==> config.mk <==
export PLATFORM = sky130hd
export DESIGN_NAME = spi_master_cfg
export DESIGN_NICKNAME = d
export VERILOG_FILES = /design/src/rtl/spi_master_cfg.sv
export SDC_FILE = /design/constraint.sdc
export NUM_CORES = 1
export LEC_CHECK = 0
export ABC_AREA = 1
export BUFFER_PORTS_ARGS = -buffer_cell sky130_fd_sc_hd__buf_2
export CORE_ASPECT_RATIO = 1.2
export CORE_MARGIN = 10
export CORE_UTILIZATION = 58
export DETAILED_ROUTE_END_ITERATION = 16
export GPL_ROUTABILITY_DRIVEN = 0
export GPL_TIMING_DRIVEN = 0
export PLACE_DENSITY_LB_ADDON = 0.15
export SKIP_LAST_GASP = 1
export SLEW_MARGIN = 25
export SYNTH_ARGS = -nofsm -noshare
export SYNTH_HDL_FRONTEND = slang
export SYNTH_SLANG_ARGS = --single-unit
==> constraint.sdc <==
create_clock -name clk -period 2 [get_ports clk]
set_input_delay 0.3 -clock clk [delete_from_list [all_inputs] [get_ports clk]]
set_output_delay 0.3 -clock clk [all_outputs]
set_load 0.02 [all_outputs]
==> src/rtl/spi_master_cfg.sv <==
// rtl/spi_master_cfg.sv - configurable single-word SPI master (mode 0-3, MSB/LSB first, multi-CS)
//
// Ports:
//   clk, rst        system clock (rising edge), asynchronous active-high reset
//   start           transfer request, honoured only while idle
//   cs_sel          chip-select index; values >= NUM_CS run a transfer with no CS asserted
//   cpol, cpha      SPI clock polarity / phase for the transfer
//   lsb_first       1 = shift LSB first, 0 = MSB first
//   clk_div         SCLK half-period is clk_div+1 clk cycles
//   tx_data         word to transmit
//   rx_data         last received word, updated together with done
//   busy            transfer in progress
//   done            one-cycle completion pulse
//   spi_sclk, spi_mosi, spi_miso, spi_cs_n   SPI bus (spi_cs_n active-low)
module spi_master_cfg #(
  parameter int DATA_W = 8,
  parameter int NUM_CS = 2,
  parameter int DIV_W  = 8,
  localparam int CS_W  = (NUM_CS > 1) ? $clog2(NUM_CS) : 1
) (
  input  logic              clk,
  input  logic              rst,
  input  logic              start,
  input  logic [CS_W-1:0]   cs_sel,
  input  logic              cpol,
  input  logic              cpha,
  input  logic              lsb_first,
  input  logic [DIV_W-1:0]  clk_div,
  input  logic [DATA_W-1:0] tx_data,
  output logic [DATA_W-1:0] rx_data,
  output logic              busy,
  output logic              done,
  output logic              spi_sclk,
  output logic              spi_mosi,
  input  logic              spi_miso,
  output logic [NUM_CS-1:0] spi_cs_n
);

  localparam int EDGE_W = $clog2(2 * DATA_W + 1);

  typedef enum logic [1:0] {IDLE, SETUP, XFER, HOLD} state_t;

  state_t             state, state_nxt;
  logic [DIV_W-1:0]   div_q;
  logic [DIV_W-1:0]   hp_cnt;
  logic [EDGE_W-1:0]  edge_cnt;
  logic               cpha_q;
  logic               lsb_q;
  logic [DATA_W-1:0]  tx_sh;
  logic [DATA_W-1:0]  rx_sh;
  logic [DATA_W-1:0]  rx_q;
  logic               sclk_q;
  logic               mosi_q;
  logic               done_q;
  logic [NUM_CS-1:0]  cs_n_q;
  logic [NUM_CS-1:0]  cs_dec;

  logic hp_end;
  logic last_edge;
  logic leading;
  logic in_edge;
  logic sample_now;
  logic shift_now;
  logic first_bit;

  // Half-period counter runs down from the latched divider and reloads, so
  // the maximum divider value never needs a wider counter.
  assign hp_end    = (hp_cnt == '0);
  // edge_cnt holds the number of SCLK edges already produced; the edge about
  // to happen is edge_cnt+1, which is a leading edge when edge_cnt is even.
  assign last_edge = (edge_cnt == EDGE_W'(2 * DATA_W - 1));
  assign leading   = ~edge_cnt[0];
  assign in_edge   = ((state == SETUP) || (state == XFER)) && hp_end;
  assign sample_now = in_edge && (leading ^ cpha_q);
  // cpha=0 already drove the first bit at start, so it shifts on trailing
  // edges except the last; cpha=1 drives every bit on a leading edge.
  assign shift_now  = in_edge && (cpha_q ? leading : (!leading && !last_edge));
  assign first_bit  = lsb_first ? tx_data[0] : tx_data[DATA_W-1];

  always_comb begin
    cs_dec = '1;
    for (int i = 0; i < NUM_CS; i++) begin
      if (cs_sel == CS_W'(i)) cs_dec[i] = 1'b0;
    end
  end

  always_ff @(posedge clk or posedge rst) begin
    if (rst) state <= IDLE;
    else     state <= state_nxt;
  end

  always_comb begin
    state_nxt = state;
    case (state)
      IDLE:    if (start) state_nxt = SETUP;
      SETUP:   if (hp_end) state_nxt = XFER;
      XFER:    if (hp_end && last_edge) state_nxt = HOLD;
      HOLD:    if (hp_end) state_nxt = IDLE;
      default: state_nxt = IDLE;
    endcase
  end

  always_ff @(posedge clk or posedge rst) begin
    if (rst) begin
      div_q    <= '0;
      hp_cnt   <= '0;
      edge_cnt <= '0;
      cpha_q   <= 1'b0;
      lsb_q    <= 1'b0;
      tx_sh    <= '0;
      rx_sh    <= '0;
      rx_q     <= '0;
      sclk_q   <= 1'b0;
      mosi_q   <= 1'b0;
      done_q   <= 1'b0;
      cs_n_q   <= '1;
    end else begin
      done_q <= 1'b0;
      case (state)
        IDLE: begin
          if (start) begin
            div_q    <= clk_div;
            hp_cnt   <= clk_div;
            edge_cnt <= '0;
            cpha_q   <= cpha;
            lsb_q    <= lsb_first;
            rx_sh    <= '0;
            sclk_q   <= cpol;
            cs_n_q   <= cs_dec;
            if (!cpha) begin
              mosi_q <= first_bit;
              tx_sh  <= lsb_first ? (tx_data >> 1) : (tx_data << 1);
            end else begin
              tx_sh  <= tx_data;
            end
          end
        end
        SETUP, XFER: begin
          if (hp_end) begin
            hp_cnt   <= div_q;
            sclk_q   <= ~sclk_q;
            edge_cnt <= edge_cnt + 1'b1;
          end else begin
            hp_cnt   <= hp_cnt - 1'b1;
          end
          if (sample_now) begin
            rx_sh <= lsb_q ? {spi_miso, rx_sh[DATA_W-1:1]}
                           : {rx_sh[DATA_W-2:0], spi_miso};
          end
          if (shift_now) begin
            mosi_q <= lsb_q ? tx_sh[0] : tx_sh[DATA_W-1];
            tx_sh  <= lsb_q ? (tx_sh >> 1) : (tx_sh << 1);
          end
        end
        HOLD: begin
          if (hp_end) begin
            cs_n_q <= '1;
            rx_q   <= rx_sh;
            done_q <= 1'b1;
          end else begin
            hp_cnt <= hp_cnt - 1'b1;
          end
        end
        default: ;
      endcase
    end
  end

  assign busy     = (state != IDLE);
  assign done     = done_q;
  assign rx_data  = rx_q;
  assign spi_sclk = sclk_q;
  assign spi_mosi = mosi_q;
  assign spi_cs_n = cs_n_q;

endmodule

==> results of run 1 <==
## state kept, by name, summed over array words and instances, names as in the netlist
| register | cells |
|---|---|
| cpha_q | 1 |
| div_q | 8 |
| done | 1 |
| edge_cnt | 5 |
| hp_cnt | 8 |
| lsb_q | 1 |
| rx_data | 8 |
| rx_sh | 8 |
| spi_cs_n | 2 |
| spi_mosi | 1 |
| spi_sclk | 1 |
| state | 2 |
| tx_sh | 8 |
## power groups by stage
stage | Sequential [mW] | Clock (mW) | Combinational [mW]
2_1_floorplan | 1.84 | 0 | 2.60
3_3_place_gp | 1.82 | 0 | 3.26
3_5_place_dp | 1.83 | 0 | 3.36
4_1_cts | 1.81 | 0.760 | 3.37
5_1_grt | 1.86 | 0.805 | 4.04
6_report | 1.82 | 0.753 | 3.56
## per-stage QoR
step	power (mW)	TNS [ns]	utilization (%)	std cells	hold WS, ns
global placement	5.07	-14.90	65.0	529	0.449
global route	6.71	0	68.3	544	0.131
finish	6.13	0	68.3	544	0.0848
detailed placement	5.19	-0.119	65.0	529	0.450
floorplan	4.44	0	-	430	0.436
CTS	5.95	0	67.1	537	0.110
## critical path, stage by stage (launching register included)
cell                       delay [ns]
sky130_fd_sc_hd__dfrtp_1         0.39
sky130_fd_sc_hd__inv_1           0.09
sky130_fd_sc_hd__ha_1            0.34
sky130_fd_sc_hd__inv_1           0.08
sky130_fd_sc_hd__clkbuf_4        0.20
sky130_fd_sc_hd__nor2_2          0.17
sky130_fd_sc_hd__nor2_4          0.08
sky130_fd_sc_hd__nand2_4         0.13
sky130_fd_sc_hd__clkinv_2        0.13
sky130_fd_sc_hd__nand2_1         0.08
sky130_fd_sc_hd__nand2_1         0.05
## cells by family (layout without fill, tap and decap cells)
family                     after synthesis  in the layout
AOI/OAI and AO/OA                       90             90
and+or+nand+nor                        202            202
adders and majority gates                8              8
buffers and inverters                   72            124
xor gates and xnor gates                 4              4
DFF                                     54             54
## final cells by class
class	instances	share of cell area, %
plain buffers	12	2.11
clock buffers	6	2.00
clock inverters	2	1.04
inverters	60	6.33
multi-input cells	304	42.4
flip-flops and latches	54	37.4
well taps	62	2.14
repair buffers	44	6.57
## cells in the mapped netlist (all sizes together)
cell type / number / area [um2]
a22oi: 6 / 45.0
xor2: 4 / 35.0
buf: 6 / 47.5
a21oi: 18 / 93.8
o211ai: 2 / 15.0
o21ai: 55 / 309
inv: 59 / 221
ha: 8 / 100
dfrtp: 52 / 1300
nand4: 2 / 12.5
clkinv: 1 / 5.00
nor2: 26 / 154
nand3: 13 / 65.1
nand2: 160 / 638
or2: 1 / 6.26
clkbuf: 6 / 22.5
dfstp: 2 / 52.6
o22ai: 9 / 56.3
## what timing repair did
| action | 4_1_cts | 5_1_grt |
|---|---|---|
| endpoints found under the setup margin | 9 | 17 |
| pin swaps | 0 | 3 |
| buffers inserted | 0 | 7 |
| hold buffers | 0 | 0 |
| resized for setup | 1 | 3 |
## final timing paths
kind / start / end / slack (ns) / depth (start not counted)
worst min register to register: spi_cs_n[1] / spi_cs_n[1] / 0.46 / 2
min in group clk: cs_sel / spi_cs_n[1] / 0.21 / 4
worst max register to register: state[1] / tx_sh[3] / 0.15 / 10
max in group asynchronous: rst / tx_sh[3] / 1.47 / 2
worst min-delay path: rst / hp_cnt[6] / 0.08 / 2
worst max-delay path: state[1] / tx_sh[3] / 0.15 / 10
## metal layers
layer / vias up / track usage, % / wire [um]
met2: 56 / 29.2 / 3730
met3: 9 / 3.72 / 323
met4: 0 / 4.67 / 65
met1: 1325 / 20.1 / 3190
li1: 1463 / - / -
met5: - / 0 / 0
==> results.md, run 1 <==
Layout:
- The library cell used most frequently in the layout, excluding fill and tap cells, is sky130_fd_sc_hd__nand2_1.
- Counting the fill cells in the layout gives 464.
- The final antenna diode count is 0.
- The post-route netlist has slightly below 20% of its cells at a drive strength greater than 1.
- The top cell types in the final layout, fill and taps aside, are sky130_fd_sc_hd__nand2_1 (151), sky130_fd_sc_hd__inv_1 (53), sky130_fd_sc_hd__dfrtp_1 (52).
- The final layout contains 513 nets.
- In the final layout, the multi-input gates occupy roughly 1500 um2.
- In the final layout, flip-flops and latches occupy approximately 1400 um2.
- The synthesis-to-finish area growth is 13.8%.
- Summing all non-filler instances in the final layout gives an area of 3620 um2.

Die:
- In this run the core area contains 29 standard-cell rows.
- The die is 87.6 um wide.
- The die is 101 um tall.
- The die covers 8860 um2.
- The area inside the core boundary is 5300 um2.
- Once the floorplan was initialized, standard cells occupied 60.0% of the core.
- The count of pins on the block boundary is 38.

Yosys:
- The multiplexer area fraction after synthesis is 0%.
- The simple-gate share of the synthesized area is 27.5%.
- The synthesized netlist devotes approximately 16% of its cell area to compound gates.
- The number of instances in the synthesized netlist is 430.
- A synthesized cell averages 7.40 um2.
- During synthesis, Yosys emitted a total of 0 warnings.
- The post-synthesis net count is ~460.
- The share of the synthesized netlist area taken by xor and xnor gates is 1.10%.
- The synthesized netlist occupies a cell area of between 3000 and 4000 um2.
- In this run, synthesis produced a sequential element count of 54.
- Counting distinct cell types in the post-synthesis netlist gives 31.
- After Yosys synthesis, full adders, half adders and majority gates account for approximately 3.1% of the synthesized area.
- The largest family of logic cells by synthesized area is simple AND/OR/NAND/NOR gates.
- Of the synthesized area, sequential elements account for 42.6%.

Power and ir drop:
- Per report_power, the sequential group accounts for 29.7% of the total.
- In this run switching power makes up 48.4% of total power.
- Across the VDD grid, the largest voltage drop is 1.01 mV.
- Internal power comes to 3.16 mW.
- The clock group share of total power is 12.3%.
- The power per cell area is 1690 nW/um2.
- In this run the static leakage power is around 2.0 nW.
- The switching component of the power is 2.97 mW.
- The logic gate share of total power is 58.0%.

STA:
- The hold violation total from the final report came to 0.
- Setup repair after global routing left no endpoint under its margin.
- On the final layout, the worst clock skew is around 0.0088 ns.
- Derived from the worst setup path, the maximum achievable clock frequency is 540 MHz.
- The count of final max-slew check failures was 0.
- The final worst slack is 0.150 ns.
- The final cycle utilization of the critical path is 92.5%.
- The final critical path time including I/O delays and setup is 1.85 ns.
- The total setup violations reported at the end of the flow is 0.
- The normalized max-slew margin is 55.3%.
- The slew at the pin closest to its max-slew limit is between 0.6 and 0.7 ns.

CTS:
- CTS saw 54 sinks.
- The H-tree depth is 2.
- The number of buffers on the longest clock path is 2.
- In this run, CTS created clock tree buffers numbering 5.
- The later pin in the worst-skew pair is clocked with a latency of slightly above 0.3 ns.
- After clock tree synthesis, the clock-pin slew on the worst setup and hold paths is 0.10 ns.
- The root buffer cell is sky130_fd_sc_hd__clkbuf_8.
- The TritonCTS clock tree is done.

GRT:
- Global routing used 16.8% of the available tracks across all layers.
- The maximum number of pins on one net before global-route repair is 55.
- The initial antenna violation count is 0.
- The first-pass GRT wire length is 12.4 mm.
- The remaining global-route overflow is 0.
- The number of global-route vias before repair is 2826.

Setup path:
- Along the worst path, the maximum fanout reaches 10.
- The worst endpoint data arrival time is 2.05 ns.
- At the worst endpoint, the required time is 2.20 ns.
- The worst setup path is of the reg2reg kind.
- The worst setup path is captured at a flip-flop.
- STA classifies the critical path startpoint as a flip-flop.

Run status:
- The flow ran to the end, and the final reports show no timing, DRC or antenna violations.

Placed design:
- The worst-case setup slack after placement is -0.0455 ns.
- The area after detailed placement is 3450 um2.
- Buffers placed on the I/O ports in this run total 37.
- Detailed placement finished with a half-perimeter wire length of 5.40 mm.

Worst hold path:
- The class of the most critical hold timing path is in2async.

Detailed routing:
- The routed wire length is 7.31 mm.
- Dividing the detail-routed wire length by the instance count gives 13.4 um.
- The number of DRC markers after the initial detailed-route iteration is 97.
- The pre-antenna-repair detailed-routing pass consisted of 4 iterations.
- After detailed routing, the number of remaining DRC violations is 0.
- After detailed routing, the number of vias per cell comes to 5.24.
- The number of nets still failing antenna checks after routing is 0.
- The via count of the routed design is 2853.

Flow run:
- The tool flagged a number of max-cap violations equal to 0.
Power figures use the tool's default switching activity.
==> run 2, diff against run 1 <==
--- a/config.mk
+++ b/config.mk
@@ -8,7 +8,6 @@
 export ABC_AREA = 1
 export BUFFER_PORTS_ARGS = -buffer_cell sky130_fd_sc_hd__buf_2
 export CORE_ASPECT_RATIO = 1.2
-export CORE_MARGIN = 10
 export CORE_UTILIZATION = 58
 export DETAILED_ROUTE_END_ITERATION = 16
 export GPL_ROUTABILITY_DRIVEN = 0
==> run 2 against run 1 <==
- maximum frequency fell by 2.2%
- power fell by 0.64%
- highest routed layer unchanged
- hold slack improved by 0.0029 ns
- critical path type unchanged
- largest cell class unchanged
==> results.md, run 2 (synthesis results as in run 1) <==
Detailed routing:
- The routed wire length came to 6.84 mm (-6.4%).
- The number of iterations in the first detailed-routing pass is 5 (+1).
- The number of nets still failing antenna checks after routing is 0 (unchanged).
- The via count of the routed design is 2838 (-0.53%).
- The number of design rule violations left after detail routing is 0 (unchanged).
- The via count normalized by instance count is 5.25 (about the same).
- The number of DRC markers after the initial detailed-route iteration is 178 (+84%).
- The routed wirelength normalized by instance count is 12.6 um (-5.9%).

GRT:
- The number of global-route vias before repair came to 2685 (-5.0%).
- The first-pass GRT wire length is 12.0 mm (-3.8%).
- The remaining global-route overflow came to 0 (unchanged).
- The global-route usage over all layers is 25.3% (+8.5 points).
- The initial antenna violation count is 0 (unchanged).
- The maximum number of pins on one net before global-route repair is 55 (unchanged).

Placed design:
- The number of placed cells counting well taps is 529 (unchanged).
- The count of input and output buffers is 37 (unchanged).
- The area after detailed placement is 3450 um2 (unchanged).
- The detailed placement HPWL is 4.89 mm (-9.6%).

Power and ir drop:
- The power per cell area is 1690 nW/um2 (-0.50%).
- The leakage power summed over all cells was 1.93 nW (-1.4%).
- The worst ir drop on vdd came to 0.947 mV (-5.9%).
- The sum of internal, switching and leakage power is 6.09 mW (-0.64%).

Layout:
- The number of standard cells in the layout, taps in and fillers out was 541 (-0.55%).
- The library cells used most frequently in the layout, excluding fill and tap cells, are sky130_fd_sc_hd__nand2_1 (151), sky130_fd_sc_hd__dfrtp_1 (52), sky130_fd_sc_hd__inv_1 (51).
- The count of nets after finishing is 510 (-0.58%).
- Relative to the synthesized area, the layout overhead comes to 13.7%.
- The final core area utilization came to 68.2% (-0.095 points).
- Leaving out fill and tap cells, the most frequent cell in the layout is sky130_fd_sc_hd__nand2_1.
- The sequential cell area is 1350 um2 (unchanged).
- The fill cell instance count of the final layout is 454 (-2.2%).
- The area of the multi-input gates is 1550 um2 (+0.90%).
- The final instance area is 3610 um2 (-0.14%).
- The final antenna diode count is 0 (unchanged).
- The share of final-layout standard cells stronger than drive strength 1 is 19.2% (-0.088 points).

CTS:
- The clock transition at the register clock pins on the worst setup and hold paths after CTS is 0.10 ns (about the same).
- The number of buffers on the longest clock path is 2 (unchanged).
- The H-tree depth is 2 (unchanged).
- The TritonCTS sink count was 54 (unchanged).
- TritonCTS built the clock tree.
- The quantity of hold-fixing buffers added after cts was 0 (unchanged).
- The clock latency on the worst-skew pair came to 0.31 ns (about the same).
- The number of buffers inserted during clock tree synthesis came to 5 (unchanged).
- The cell sitting at the root of the clock tree is a sky130_fd_sc_hd__clkbuf_8.

Die:
- The count of pins on the block boundary was 38 (unchanged).
- The height of the die is 83.1 um (-18%).
- The die boundary width is 69.6 um (-21%).
- The initial core utilization was 60.0% (unchanged).
- The number of placement rows is 29 (unchanged).
- The area of the die was 5790 um2 (-35%).
- The area inside the core boundary is 5300 um2 (unchanged).

STA:
- The slew at the pin closest to its max-slew limit came to 0.650 ns (-0.0208 ns).
- The worst hold slack across all endpoints was 0.0877 ns (+0.00294 ns).
- The normalized max-slew margin is 56.6% (+1.4 points).
- The setup skew after layout is 0.00732 ns (-0.00144 ns).
- The count of final max-slew check failures was 0 (unchanged).
- Setup repair after global routing could not meet its margin everywhere.
- The total setup violations reported at the end of the flow is 0 (unchanged).
- The final critical path time including I/O delays and setup is 1.89 ns (+0.0417 ns).
- The hold violation total from the final report is 0 (unchanged).
- The maximum clock frequency came to 529 MHz (-2.2%).
- The final cycle utilization of the critical path is 94.6% (+2.1 points).

Setup path:
- The total buffers and inverters traversed by the critical path is 4 (unchanged).
- The sort of element at the end of the critical path is a flip-flop.
- The type of the worst setup path is reg2reg.
- The critical path goes through inv_1, ha_1, inv_1, clkbuf_4, nor2_4, nor2_4, nand2_4, clkinv_2, nand2_1, nand2_1.
- The worst endpoint data arrival time is 2.14 ns (+0.09 ns).
- Among cell families on the critical path, the largest total delay comes from buffers and inverters.
- The largest incremental delay on the critical path is 0.41 ns (+0.02 ns).
- The data required time at the worst endpoint is 2.25 ns (+0.05 ns).
- The kind of launch point of the worst setup path is a flip-flop.
- The largest individual stage delay along the critical path comes from the cell sky130_fd_sc_hd__dfrtp_1.
- The largest driver fanout on the critical path is 10 (unchanged).

Flow run:
- The total of max-cap violations is 0 (unchanged).

Run status:
- The flow ran to the end, and the final reports show no timing, DRC or antenna violations.

Worst hold path:
- The path class of the tightest hold or removal check is in2async.
run 2: worst reg2reg max path: stages, from the launching register on:
cell and delay [ns]:
sky130_fd_sc_hd__dfrtp_1 0.41, sky130_fd_sc_hd__inv_1 0.10, sky130_fd_sc_hd__ha_1 0.33, sky130_fd_sc_hd__inv_1 0.11
sky130_fd_sc_hd__clkbuf_4 0.23, sky130_fd_sc_hd__nor2_4 0.07, sky130_fd_sc_hd__nor2_4 0.19, sky130_fd_sc_hd__nand2_4 0.14
sky130_fd_sc_hd__clkinv_2 0.13, sky130_fd_sc_hd__nand2_1 0.06, sky130_fd_sc_hd__nand2_1 0.06
run 2: what timing repair did:
item | in CTS | in global routing
pin swaps | 0 | 1
cloned | 0 | 0
buffers inserted | 0 | 4
resized for setup | 1 | 8
endpoints found under the setup margin | 9 | 17
run 2: path summary, 6_finish.rpt:
kind	start	endpoint	slack (ns)	cells after the start
max	state[1]	tx_sh[4]	0.11	10
min	rst	state[1]	0.09	2
max reg2reg	state[1]	tx_sh[4]	0.11	10
min reg2reg	spi_cs_n[1]	spi_cs_n[1]	0.46	2
max in group asynchronous	rst	tx_sh[4]	1.48	2
min in group clk	cs_sel	spi_cs_n[1]	0.22	4
run 2: cell type report:
class	count	share of cell area [%]
inverter	60	6.44
sequential	54	37.5
clock inverter	2	1.04
tap	62	2.15
buffer	12	2.11
clock buffer	6	2.01
multi-input combinational	304	42.9
timing repair buffer	41	5.95
run 2: per-layer routing:
metal / share of wire [%] / track usage (%)
met5: 0 / 0
met1: 45 / 32.0
met3: 3.5 / 3.88
met4: 1.4 / 8.91
met2: 50 / 43.9
run 2: power breakdown:
group	internal [mW]	switching (mW)	leakage (nW)
Combinational	1.22	2.33	1.18
Clock	0.374	0.365	0.0514
Sequential	1.52	0.288	0.700
run 2: metrics by stage:
step	TNS (ns)	setup WS, ns
finish	0	0.108
floorplan	0	0.330
detailed placement	-0.0713	-0.0315
global route	-0.334	-0.0594
global placement	-15.13	-0.293
CTS	0	0.0598
==> run 3, diff against run 2 <==
--- a/config.mk
+++ b/config.mk
@@ -5,7 +5,7 @@
 export SDC_FILE = /design/constraint.sdc
 export NUM_CORES = 1
 export LEC_CHECK = 0
-export ABC_AREA = 1
+export ABC_AREA = 0
 export BUFFER_PORTS_ARGS = -buffer_cell sky130_fd_sc_hd__buf_2
 export CORE_ASPECT_RATIO = 1.2
 export CORE_UTILIZATION = 58
==> run 3 against run 2 <==
- the flow now finishes with violations (setup timing)
- clock power down 12%
- critical path depth fell by 2
- first-iteration DRC count rose by 3.4%
- design area up 4.8%
- cell count decreased by 21%
- die area shrank 2.5%
- power rose by 9.3%
- clock skew is 0.0030 ns higher
- core utilization grew 6.8 points
- sequential power rose by 9.9%
- synthesized cell count shrank 28%
- sequential share of layout area shrank 1.7 points
==> results.md, run 3 <==
Run status:
- The run finished, with violations left.
- The checks that failed: setup timing.

Layout:
- The count of nets after finishing is 400 (-22%).
- The share of final-layout standard cells stronger than drive strength 1 is 34.7% (+15 points).
- From synthesis to final layout, the design area changed by 22.3%.
- The library cells used most frequently in the layout, excluding fill and tap cells, are sky130_fd_sc_hd__dfrtp_1 (51), sky130_fd_sc_hd__buf_2 (37), sky130_fd_sc_hd__nor2_1 (24), sky130_fd_sc_hd__mux2i_1 (24), sky130_fd_sc_hd__nand2_1 (21).
- The final antenna diode count came to 0 (unchanged).
- The fill cell instance count of the final layout is 363 (-20%).
- The library cell used most frequently in the layout, excluding fill and tap cells, is sky130_fd_sc_hd__dfrtp_1.
- The final instance area is 3790 um2 (+4.8%).

Yosys:
- The commonest cells after synthesis are sky130_fd_sc_hd__dfrtp_1 (52), sky130_fd_sc_hd__mux2_2 (26), sky130_fd_sc_hd__nor2_1 (26).
- The compound-gate portion of the synthesized area is 18.7% (+2.4 points).
- By area, the combinational part of the netlist is dominated by compound AO/OA/AOI/OAI gates.
- The leading register cell type out of synthesis is sky130_fd_sc_hd__dfrtp_1.
- The synthesized design spends more area on one cell type than any other, namely sky130_fd_sc_hd__dfrtp_1.
- The number of unique standard cell types used by synthesis was 46 (+48%).
- The area of the mapped netlist is 3100 um2 (-2.6%).
- The number of instances in the synthesized netlist is 311 (-28%).
- The count of state elements after synthesis was 54 (unchanged).
- The simple-gate share of the synthesized area is 13.2% (-14 points).
- The adder and majority gate portion of the synthesized area is 3.23% (+0.084 points).
- The share of the synthesized netlist area taken by xor and xnor gates is 0.283% (-0.82 points).
- The share of flip-flops with an asynchronous set or reset after synthesis is 100% (unchanged).
- Ranked by total cell area, the synthesized netlist is headed by sky130_fd_sc_hd__dfrtp_1 (42%), sky130_fd_sc_hd__mux2_2 (9.5%), sky130_fd_sc_hd__mux2i_1 (7.8%).
- The number of flops mapped to enable cells by yosys came to 0 (unchanged).
- The sequential cell area fraction in the yosys report is 43.7% (+1.1 points).
- The multiplexer area fraction after synthesis was 17.2% (+17 points).
- The post-synthesis net count came to 343 (-26%).
- The area share of the largest cell type after synthesis is 42.0% (+1.1 points).
- The synthesized area per cell was 9.96 um2 (+35%).
- The library cell with the highest instance count after synthesis is sky130_fd_sc_hd__dfrtp_1.
- The total of warnings raised by yosys is 0 (unchanged).

Detailed routing:
- The number of nets still failing antenna checks after routing is 0 (unchanged).
- The routed wire length came to 7.20 mm (+5.3%).
- The via count of the routed design is 2634 (-7.2%).
- The routed wirelength normalized by instance count is 16.8 um (+33%).
- The number of design rule violations left after detail routing is 0 (unchanged).
- The via count normalized by instance count is 6.14 (+17%).
- The number of DRC markers after the initial detailed-route iteration is 184 (+3.4%).
- The number of iterations in the first detailed-routing pass was 4 (-1).

CTS:
- The TritonCTS sink count is 54 (unchanged).
- The root buffer cell is sky130_fd_sc_hd__clkbuf_8.
- The clock transition at the register clock pins on the worst setup and hold paths after CTS is 0.11 ns (about the same).
- The number of buffers on the longest clock path is 2 (unchanged).
- The H-tree depth is 2 (unchanged).
- TritonCTS built the clock tree.
- The number of buffers inserted during clock tree synthesis is 5 (unchanged).
- The clock latency on the worst-skew pair is 0.32 ns (about the same).
- The quantity of hold-fixing buffers added after cts is 0 (unchanged).

Power and ir drop:
- The leakage power summed over all cells is 1.71 nW (-11%).
- The sequential share of power came to 29.9% (+0.2 points).
- The worst ir drop on vdd is 1.03 mV (+8.7%).
- The internal power summed over all cells is 3.67 mW (+18%).
- The switching component of the power is 2.99 mW (+0.41%).
- The power per cell area was 1760 nW/um2 (+4.3%).
- The fraction of power spent switching nets is 44.9% (-4.0 points).
- The logic gate share of total power was 60.3% (+2.1 points).
- The clock group share of total power was 9.8% (-2.3 points).

STA:
- The setup skew after layout is 0.0103 ns (+0.00296 ns).
- The total setup violations reported at the end of the flow was 9 (+9).
- The final critical path time including I/O delays and setup is 2.03 ns (+0.139 ns).
- The maximum clock frequency is 492 MHz (-6.9%).
- Setup repair after global routing could not meet its margin everywhere.
- The count of final max-slew check failures came to 0 (unchanged).
- The final cycle utilization of the critical path is 102% (+7.0 points).
- The worst hold slack across all endpoints is 0.0683 ns (-0.0194 ns).
- The slew at the pin closest to its max-slew limit is 0.669 ns (+0.0188 ns).
- The normalized max-slew margin is 55.4% (-1.3 points).
- The final worst slack was -0.0312 ns (-0.139 ns).
- The hold violation total from the final report is 0 (unchanged).

GRT:
- The number of global-route vias before repair is 2313 (-14%).
- The global-route usage over all layers is 26.9% (+1.6 points).
- The first-pass GRT wire length is 11.3 mm (-5.3%).
- The initial antenna violation count came to 0 (unchanged).
- The maximum number of pins on one net before global-route repair is 55 (unchanged).
- The remaining global-route overflow is 0 (unchanged).

Placed design:
- The count of input and output buffers is 35 (-5.4%).
- The detailed placement HPWL is 4.84 mm (-0.94%).
- The area after detailed placement came to 3420 um2 (-0.69%).

Setup path:
- The type of the worst setup path is reg2reg.
- STA classifies the critical path endpoint as a flip-flop.
- The kind of launch point of the worst setup path is a flip-flop.
- The worst endpoint data arrival time is 2.24 ns (+0.10 ns).
- The largest driver fanout on the critical path is 8 (-2).
- The data required time at the worst endpoint was 2.21 ns (-0.04 ns).

Die:
- The die boundary width was 68.7 um (-1.3%).
- The number of placement rows is 28 (-3.4%).
- The initial core utilization is 61.4% (+1.4 points).
- The height of the die is 82.1 um (-1.3%).
- The area inside the core boundary was 5040 um2 (-4.8%).
- The area of the die is 5640 um2 (-2.5%).
- The count of pins on the block boundary is 38 (unchanged).

Worst hold path:
- The class of the most critical hold timing path is in2async.

Flow run:
- The total of max-cap violations is 0 (unchanged).
==> run 3: power by group through the flow <==
stage | registers [mW] | logic [mW] | clock network (mW)
6_report | 1.99 | 4.02 | 0.651
5_1_grt | 2.05 | 4.38 | 0.685
4_1_cts | 1.97 | 3.82 | 0.665
3_5_place_dp | 2.00 | 3.37 | 0
3_3_place_gp | 1.98 | 3.25 | 0
2_1_floorplan | 1.99 | 2.58 | 0
==> run 3: metrics by stage <==
stage	cells	setup TNS, ns	power [mW]	worst slack [ns]	utilization (%)
3_3_place_gp	406	-22.33	5.23	-0.424	67.8
6_report	429	-0.186	6.66	-0.0312	75.1
2_1_floorplan	311	-0.160	4.57	-0.0266	-
4_1_cts	426	-0.366	6.45	-0.0648	73.7
5_1_grt	429	-1.06	7.12	-0.0961	75.1
3_5_place_dp	406	-10.83	5.37	-0.465	67.8
==> run 3: repair_timing <==
action | 4_1_cts | 5_1_grt
pin swaps | 5 | 6
buffers inserted | 12 | 5
gates resized for setup | 22 | 15
setup endpoints to repair | 53 | 27
endpoints found under the hold margin | 0 | 0
==> run 3: area by class of cell <==
type / instances / area (um2) / area share, %
Sequential cell: 54 / 1360 / 35.8
Tap cell: 60 / 75.1 / 1.98
Clock buffer: 5 / 68.8 / 1.82
Multi-Input combinational cell: 228 / 1800 / 47.5
Timing Repair Buffer: 52 / 344 / 9.08
Buffer: 13 / 62.6 / 1.65
Clock inverter: 3 / 25.0 / 0.661
Inverter: 14 / 58.8 / 1.55
==> run 3: kinds of logic after synthesis <==
| kind of cell | count (synthesis) |
|---|---|
| AOI/OAI and AO/OA | 89 |
| xor gates and xnor gates | 1 |
| adders and majority gates | 8 |
| buffers and inverters | 29 |
| DFF | 54 |
| muxes | 50 |
| and+or+nand+nor | 80 |
==> run 3: final timing paths <==
path                              from           to  slack, ns  cells after the start
max in group asynchronous          rst  edge_cnt[0]       1.45                      2
max reg2reg                edge_cnt[0]     tx_sh[1]      -0.03                      8
max                        edge_cnt[0]     tx_sh[1]      -0.03                      8
min reg2reg                 rx_data[1]   rx_data[1]       0.51                      1
min in group clk            clk_div[1]     div_q[1]       0.22                      2
min                                rst   rx_data[7]       0.07                      2
==> run 3: worst max-delay path: stages (launching register included) <==
cell and delay (ns):
sky130_fd_sc_hd__dfrtp_2 0.45, sky130_fd_sc_hd__ha_4 0.16, sky130_fd_sc_hd__and3_4 0.18, sky130_fd_sc_hd__ha_4 0.16
sky130_fd_sc_hd__nor3b_2 0.14, sky130_fd_sc_hd__o211ai_1 0.17, sky130_fd_sc_hd__a21oi_4 0.22, sky130_fd_sc_hd__buf_12 0.15
sky130_fd_sc_hd__mux2_4 0.30
==> run 3: layer usage <==
| layer | global-route usage (%) | wire length (um) | vias up | share of wire, % |
|---|---|---|---|---|
| li1 | - | - | 1265 | - |
| met1 | 36.2 | 3200 | 1282 | 44 |
| met2 | 44.4 | 3590 | 77 | 50 |
| met3 | 4.17 | 327 | 10 | 4.5 |
| met4 | 7.96 | 80 | 0 | 1.1 |
| met5 | 0 | 0 | - | 0 |
